`src/rtl/fetch_stage_pkg.sv`:
```
// Shared definitions for the instruction fetch stage: FSM encoding and fetch geometry.
package fetch_stage_pkg;

    typedef enum logic [1:0] {
        IDLE  = 2'd0,
        FETCH = 2'd1,
        STALL = 2'd2,
        HALT  = 2'd3
    } fetch_state_t;

    localparam int unsigned INSTR_BYTES      = 4;
    localparam logic [31:0] DEFAULT_RESET_PC = 32'h0000_0000;

endpackage

```
`src/rtl/fetch_stage.sv`:
```
// Instruction fetch: drives pc to memory, registers the returned word into a valid/ready bundle.
// One-cycle fetch latency; a held bundle freezes pc, redirect squashes and restarts from the target.
module fetch_stage
    import fetch_stage_pkg::*;
#(
    parameter logic [31:0] RESET_PC  = DEFAULT_RESET_PC,
    parameter int          LAST_WORD = 17
) (
    input  logic        clk,
    input  logic        reset,
    input  logic        run_en,
    output logic [31:0] address,
    input  logic [31:0] instruction,
    input  logic        redirect,
    input  logic [31:0] redirect_target,
    output logic        if_valid,
    input  logic        if_ready,
    output logic [31:0] if_instruction,
    output logic [31:0] if_pc,
    output logic [31:0] fetch_count,
    output logic        misalign_err,
    output logic        halted
);

    localparam logic [29:0] LAST_IDX = 30'(LAST_WORD);

    fetch_state_t state;
    logic [31:0]  pc;
    logic         handshake;
    logic         can_take;
    logic         in_range;

    assign address   = pc;
    assign handshake = if_valid && if_ready;
    assign can_take  = !if_valid || if_ready;
    assign in_range  = (pc[31:2] <= LAST_IDX);

    always_ff @(posedge clk or posedge reset) begin
        if (reset) begin
            state          <= IDLE;
            pc             <= {RESET_PC[31:2], 2'b00};
            if_valid       <= 1'b0;
            if_instruction <= 32'h0;
            if_pc          <= 32'h0;
            fetch_count    <= 32'h0;
            misalign_err   <= 1'b0;
            halted         <= 1'b0;
        end else begin
            // A handshake on a redirect edge still counts even though the next bundle is squashed.
            if (handshake) begin
                fetch_count <= fetch_count + 32'd1;
            end
            if (redirect && (redirect_target[1:0] != 2'b00)) begin
                misalign_err <= 1'b1;
            end

            if (redirect) begin
                pc <= {redirect_target[31:2], 2'b00};
                if (state != IDLE) begin
                    if_valid <= 1'b0;
                    state    <= FETCH;
                    halted   <= 1'b0;
                end
            end else begin
                case (state)
                    IDLE: begin
                        if (run_en) begin
                            state <= FETCH;
                        end
                    end
                    FETCH, STALL: begin
                        if (can_take) begin
                            if (in_range) begin
                                if_instruction <= instruction;
                                if_pc          <= pc;
                                if_valid       <= 1'b1;
                                pc             <= pc + 32'(INSTR_BYTES);
                                state          <= FETCH;
                            end else begin
                                // Any bundle still out was handshaken on this edge.
                                if_valid <= 1'b0;
                                state    <= HALT;
                                halted   <= 1'b1;
                            end
                        end else begin
                            state <= STALL;
                        end
                    end
                    HALT: begin
                        if (handshake) begin
                            if_valid <= 1'b0;
                        end
                    end
                    default: begin
                        state <= IDLE;
                    end
                endcase
            end
        end
    end

endmodule

```
`config.mk`:
```
export PLATFORM = sky130hd
export DESIGN_NAME = fetch_stage
export DESIGN_NICKNAME = d
export VERILOG_FILES = /design/src/rtl/fetch_stage_pkg.sv /design/src/rtl/fetch_stage.sv
export SDC_FILE = /design/constraint.sdc
export NUM_CORES = 1
export LEC_CHECK = 0
export BUFFER_PORTS_ARGS = -buffer_cell sky130_fd_sc_hd__buf_4
export CAP_MARGIN = 5
export CORE_MARGIN = 10
export CORE_UTILIZATION = 49
export CTS_CLUSTER_DIAMETER = 30
export DETAILED_ROUTE_END_ITERATION = 8
export PLACE_DENSITY = 0.88
export SLEW_MARGIN = 0
export SYNTH_ARGS = -nofsm -noshare
export SYNTH_HDL_FRONTEND = slang
export SYNTH_SLANG_ARGS = --single-unit
```
`constraint.sdc`:
```
create_clock -name clk -period 4.4 [get_ports clk]
set_clock_uncertainty 0.05 [all_clocks]
set_input_delay 0.22 -clock clk [delete_from_list [all_inputs] [get_ports clk]]
set_output_delay 0.22 -clock clk [all_outputs]
set_load 0.1 [all_outputs]
```
==> run metrics, run 1 <==
Routed Wire Length 15.60 mm; port bufs 195; Fmax 0.3600 GHz; gr ovfl total 0; most common cell after layout, fill and taps aside buf_4; Crit path required time 4.73 ns; Num CTS Buffers 17; Cell variety after synth 39; DP Area 6910 um^2; Mean Syn Cell Area 13.67 um^2; clk buf depth 2; share of cells above drive strength 1 44.23%; Seq pwr share 39.8%; final setup violating endpoints 0; synthesized flop and latch total 129; Horiz. Die Dim 124.8 um; Final HPWL DP 10.20 mm; CTS Hold Bufs 66; final instance area 8182 um^2; Final Hold Fails 0; # Max-Cap Violations 0; run status completed; CTS tree built; Fillers 641; drt wl/cell 19.12 um; gp weighted congestion 0.8522; worst hold path type primary input to flip-flop; Lkg Pwr 4.107 nW; initial antenna violation count 0; CTS resizes 0; Multi-input gate area 1999 um^2; Core Util, Final 75.81%; Die Span Y 124.8 um; register area share after synthesis 59.93%; Final nets 738; RSZ-0062 raised after global routing no; Antenna Nets Post-Route 0; FF+latch area 3228 um^2; synthesized area 5386 um^2; Slew headroom 28.87%; DIE AREA 15590 um^2; Tmin final 2.778 ns; H-Tree Depth 4; setup TNS 0 ns; diode count 0; hold slack final 0.1056 ns; Synth-to-Final Area Change 51.89%; Sw Share 27.71%; Clock Tree Root clkbuf_8; combinational cell fraction of total power 15.2%; post-CTS setup buffers 0; Syn Inst Count 394; actual slew at the worst max-slew pin 1.067 ns; critical path peak fanout 37; vias per cell 5.053; 1st-iter DRT viols 303; fin. max-slew vios 0; most frequent cells in the layout buf_4 (196), dfrtp_1 (129), dlygate4sd3_1 (66), mux2_2 (34), mux2_4 (30); Tot GR Track Use 20.12%; DR vias 4123; Sink Count 129; PwrDens 385.5 nW/um^2; DRC viols 0; vias in the first global route 4507; Power Internal 2.280 mW; Setup CP Type flip-flop to flip-flop; first-pass GRT wire length 25.51 mm; drt first pass iters 5; Initial Utilization 49.91%; Worst VDD drop 0.2763 mV; pin count of the biggest net entering global routing 89; crit path capture type flip-flop; Worst-path clk slew 0.06 ns; yosys warns 0; Final Cycle Share 63.13%; # rows 38; CP arrival 3.11 ns; Net Switching 0.8740 mW; io pins 200; crit start category flip-flop; core area 10790 um^2; clock network power share 45.1%; Worst-Skew Late Latency 0.51 ns
worst max-delay path, stage by stage, from the launching register on:
cell	delay [ns]
dfrtp_1	0.42
nor4_2	0.35
nand4_1	0.25
nor4_4	0.49
and2_4	0.65
mux2_2	0.42
synthesized netlist by cell type:
cell	number	area, um^2
a31oi_1	1	6.260
ha_1	6	75.07
or3_2	1	7.510
buf_1	4	15.01
or3_1	2	12.51
mux2_2	34	382.9
mux2_4	30	450.4
o21bai_1	1	7.510
inv_1	9	33.78
and3_1	7	43.79
xor2_1	9	78.83
nor2_1	11	41.29
nor4_2	3	37.54
nand2_1	24	90.09
dfrtp_1	129	3228
conb_1	1	3.750
o2111ai_1	1	8.760
nor4_1	2	12.51
clkbuf_1	3	11.26
and2_4	1	8.760
nor3_1	9	45.04
and2_1	26	162.7
buf_12	4	80.08
o21ai_0	11	55.05
buf_4	4	30.03
nand4_1	7	43.79
o31a_1	1	8.760
o22a_1	1	8.760
a21oi_1	2	10.01
o31a_2	1	10.01
mux2i_1	1	10.01
nand3b_1	1	7.510
o211ai_1	1	7.510
and4_1	4	35.03
nor2b_1	1	6.260
xnor2_1	23	201.4
nand3_1	15	75.07
nor4_4	1	21.27
nand2b_1	2	12.51
path summary, 6_finish.rpt:
path | start | to | cells past startpoint | slack, ns
setup / recovery | address[21] | if_instruction[25] | 5 | 1.62
hold / removal | run_en | state[1] | 5 | 0.11
setup reg to reg | address[21] | if_instruction[25] | 5 | 1.62
hold reg to reg | misalign_err | misalign_err | 1 | 0.43
max in group asynchronous | reset | if_pc[29] | 4 | 2.71
min in group asynchronous | reset | if_instruction[16] | 3 | 0.48
flip-flops by register name, summed over array words and instances (netlist names):
name,flops
fetch_count,32
if_instruction,32
address,30
if_pc,30
state,2
halted,1
if_valid,1
misalign_err,1
power groups by stage:
stage               clock network (mW)  registers, mW  logic (mW)
floorplan                            0           1.48      0.0910
global placement                     0           1.27       0.422
detailed placement                   0           1.27       0.427
CTS                               1.44           1.25       0.475
global route                      1.49           1.26       0.502
finish                            1.42           1.25       0.478
stage by stage:
step,total power [mW],instances,worst slack [ns]
2_1_floorplan,1.571,397,0.6890
3_3_place_gp,1.690,718,1.786
3_5_place_dp,1.699,718,1.689
4_1_cts,3.164,816,1.676
5_1_grt,3.248,816,1.425
6_report,3.154,816,1.622
cells by family after synthesis:
logic type	count (synthesis)	synth area share, %
AO/OA/AOI/OAI	20	2.277
XOR/XNOR	32	5.203
buffers and inverters	24	3.159
adder cells (fa/ha/maj)	6	1.394
flip-flops	129	59.93
multiplexers	65	15.66
other	1	0.06962
AND/OR/NAND/NOR	117	12.31
layer usage:
metal	vias up	share of wire (%)	track usage (%)
li1	1894	-	-
met1	2055	40	23.33
met2	156	50	33.19
met3	18	8.3	8.426
met4	0	1.2	6.165
met5	-	0	0
cell type report:
cell class                 instances  area share, %
clock buffer                      25          6.285
clock inverter                     7          1.178
inverter                           9         0.4435
multi-input combinational        244          24.44
sequential                       129          39.46
tap                              140          2.141
timing repair buffer             262          26.06
No activity file was read; power rests on OpenSTA's default activity.
==> inputs of run 2 (changes only) <==
==> constraint.sdc (replaced) <==
create_clock -name clk -period 2.6 [get_ports clk]
set_clock_uncertainty 0.05 [all_clocks]
set_input_delay 0.13 -clock clk [delete_from_list [all_inputs] [get_ports clk]]
set_output_delay 0.13 -clock clk [all_outputs]
set_load 0.1 [all_outputs]
==> run 2 against run 1 <==
Net effect:
- cell count up 1.2%
- clock power up 54%
- maximum frequency rose by 17%
- sequential share of layout area increased by 0.088 points
- worst hold slack got worse by 0.065 ns
- critical endpoint is now if_instruction[28]
- die area stayed put
- critical path type unchanged
- combinational power up 73%
- critical path depth grew 1
==> run metrics, run 2 (synthesis gave the netlist of run 1 again) <==
most frequent cells in the layout buf_4 (201), dfrtp_1 (111), dlygate4sd3_1 (67), mux2_2 (34), mux2_4 (30); Worst-Skew Late Latency 0.53 ns; CTS tree built; largest registers fetch_count (32), if_instruction (32); DIE AREA 15590 um^2; Final Cycle Share 91.54%; DP Worst Slack 0.2306 ns; io pins 200; Final HPWL DP 11.05 mm; actual slew at the worst max-slew pin 0.7963 ns; Clock Tree Root clkbuf_8; setup TNS 0 ns; DRC viols 0; initial antenna violation count 1; Worst path slowest cell dfrtp_2; vias in the first global route 4701; drt wl/cell 20.96 um; fin. max-slew vios 0; post-CTS setup buffers 0; gr ovfl total 0; Antenna Nets Post-Route 0; port bufs 195; Routed Wire Length 17.31 mm; Num CTS Buffers 17; final setup violating endpoints 0; core area 10790 um^2; # Max-Cap Violations 0; Horiz. Die Dim 124.8 um; Tmin final 2.380 ns; vias per cell 5.142; Lkg Pwr 4.103 nW; CP max stage delay 0.43 ns; worst hold path type primary input to flip-flop; run status completed; Sink Count 129; first-pass GRT wire length 27.48 mm; RSZ-0062 raised after global routing no; critical path peak fanout 21; Tot GR Track Use 22.24%; Synth-to-Final Area Change 52.61%; hold slack final 0.04076 ns; drt first pass iters 4; CP delay by family, top simple AND/OR/NAND/NOR gates; Fmax 0.4202 GHz; DR vias 4247; Final Hold Fails 0; 1st-iter DRT viols 300; crit start category flip-flop; most common cell after layout, fill and taps aside buf_4; Final nets 746; pin count of the biggest net entering global routing 59; Die Span Y 124.8 um; clk buf depth 2; Slew headroom 46.80%; Worst-path clk slew 0.06 ns; Worst VDD drop 0.5156 mV; Setup CP Type flip-flop to flip-flop; PwrDens 624.6 nW/um^2; CP arrival 2.74 ns; CP Buf/Inv Count 1; gp weighted congestion 0.8020; H-Tree Depth 4; Initial Utilization 49.91%; crit path capture type flip-flop; CP Cell Sequence nor4_2, nand4_1, nor4_4, and2_4, buf_12, mux2_2; share of cells above drive strength 1 46.64%; PnR worst setup slack 0.2200 ns; FF-to-FF setup slack 0.22 ns; Crit path required time 2.96 ns; # rows 38
[run 2: changes by cell type in the layout (fill, tap and decap cells not counted), sizes merged]
cell | previous run | this run
clkinvlp | 3 | 1
diode | 0 | 2
clkbuf | 25 | 26
dlygate4sd3 | 66 | 67
inv | 9 | 8
buf | 196 | 203
bufinv | 2 | 1
clkinv | 2 | 5
[run 2: layer usage]
| layer | routed length [um] | track usage, % | share of wire (%) |
|---|---|---|---|
| met2 | 9034 | 38.43 | 52 |
| met1 | 6555 | 24.17 | 38 |
| met3 | 1366 | 8.596 | 7.9 |
| met5 | 0 | 0 | 0 |
| met4 | 351 | 8.266 | 2.0 |
[run 2: worst reg2reg max path, cell delays in order, from the launching register on]
cell and delay [ns]:
dfrtp_2 0.43, nor4_2 0.30, nand4_1 0.24, nor4_4 0.35, and2_4 0.30, buf_12 0.23
mux2_2 0.37
[run 2: report_power, final]
| group | leakage (nW) | total [mW] | switching, mW | internal (mW) |
|---|---|---|---|---|
| combinational | 2.15 | 0.826 | 0.568 | 0.258 |
| clock | 0.267 | 2.18 | 0.843 | 1.34 |
| sequential | 1.69 | 2.13 | 0.0634 | 2.07 |
| total | 4.10 | 5.13 | 1.47 | 3.66 |
[run 2: what timing repair did]
action | in CTS | in global routing
resized for setup | 0 | 0
endpoints found under the hold margin | 99 | 0
hold buffers | 67 | 0
[run 2: final timing paths]
kind,endpoint,cells past startpoint,start
max,if_instruction[28],6,address[18]
min,address[2],3,redirect
max reg2reg,if_instruction[28],6,address[18]
min reg2reg,if_pc[8],1,if_pc[8]
max in group asynchronous,if_instruction[0],4,reset
min in group asynchronous,if_instruction[22],3,reset
[run 2: cell type report]
| class | instances | area, um^2 |
|---|---|---|
| antenna | 2 | 5.005 |
| clock buffer | 26 | 478.0 |
| clock inverter | 6 | 55.05 |
| fill | 621 | 2572 |
| inverter | 9 | 37.54 |
| multi-input combinational | 244 | 1999 |
| sequential | 129 | 3251 |
| tap | 140 | 175.2 |
| timing repair buffer | 270 | 2220 |
[run 2: through the flow]
stage	power, mW	cells	area, um^2	utilization (%)
after floorplan	2.665	397	5424	-
after global placement	2.874	725	7012	64.97
after detailed placement	2.891	725	7012	64.97
after CTS	5.132	824	8215	76.12
after global routing	5.299	825	8218	76.14
final	5.134	826	8220	76.17
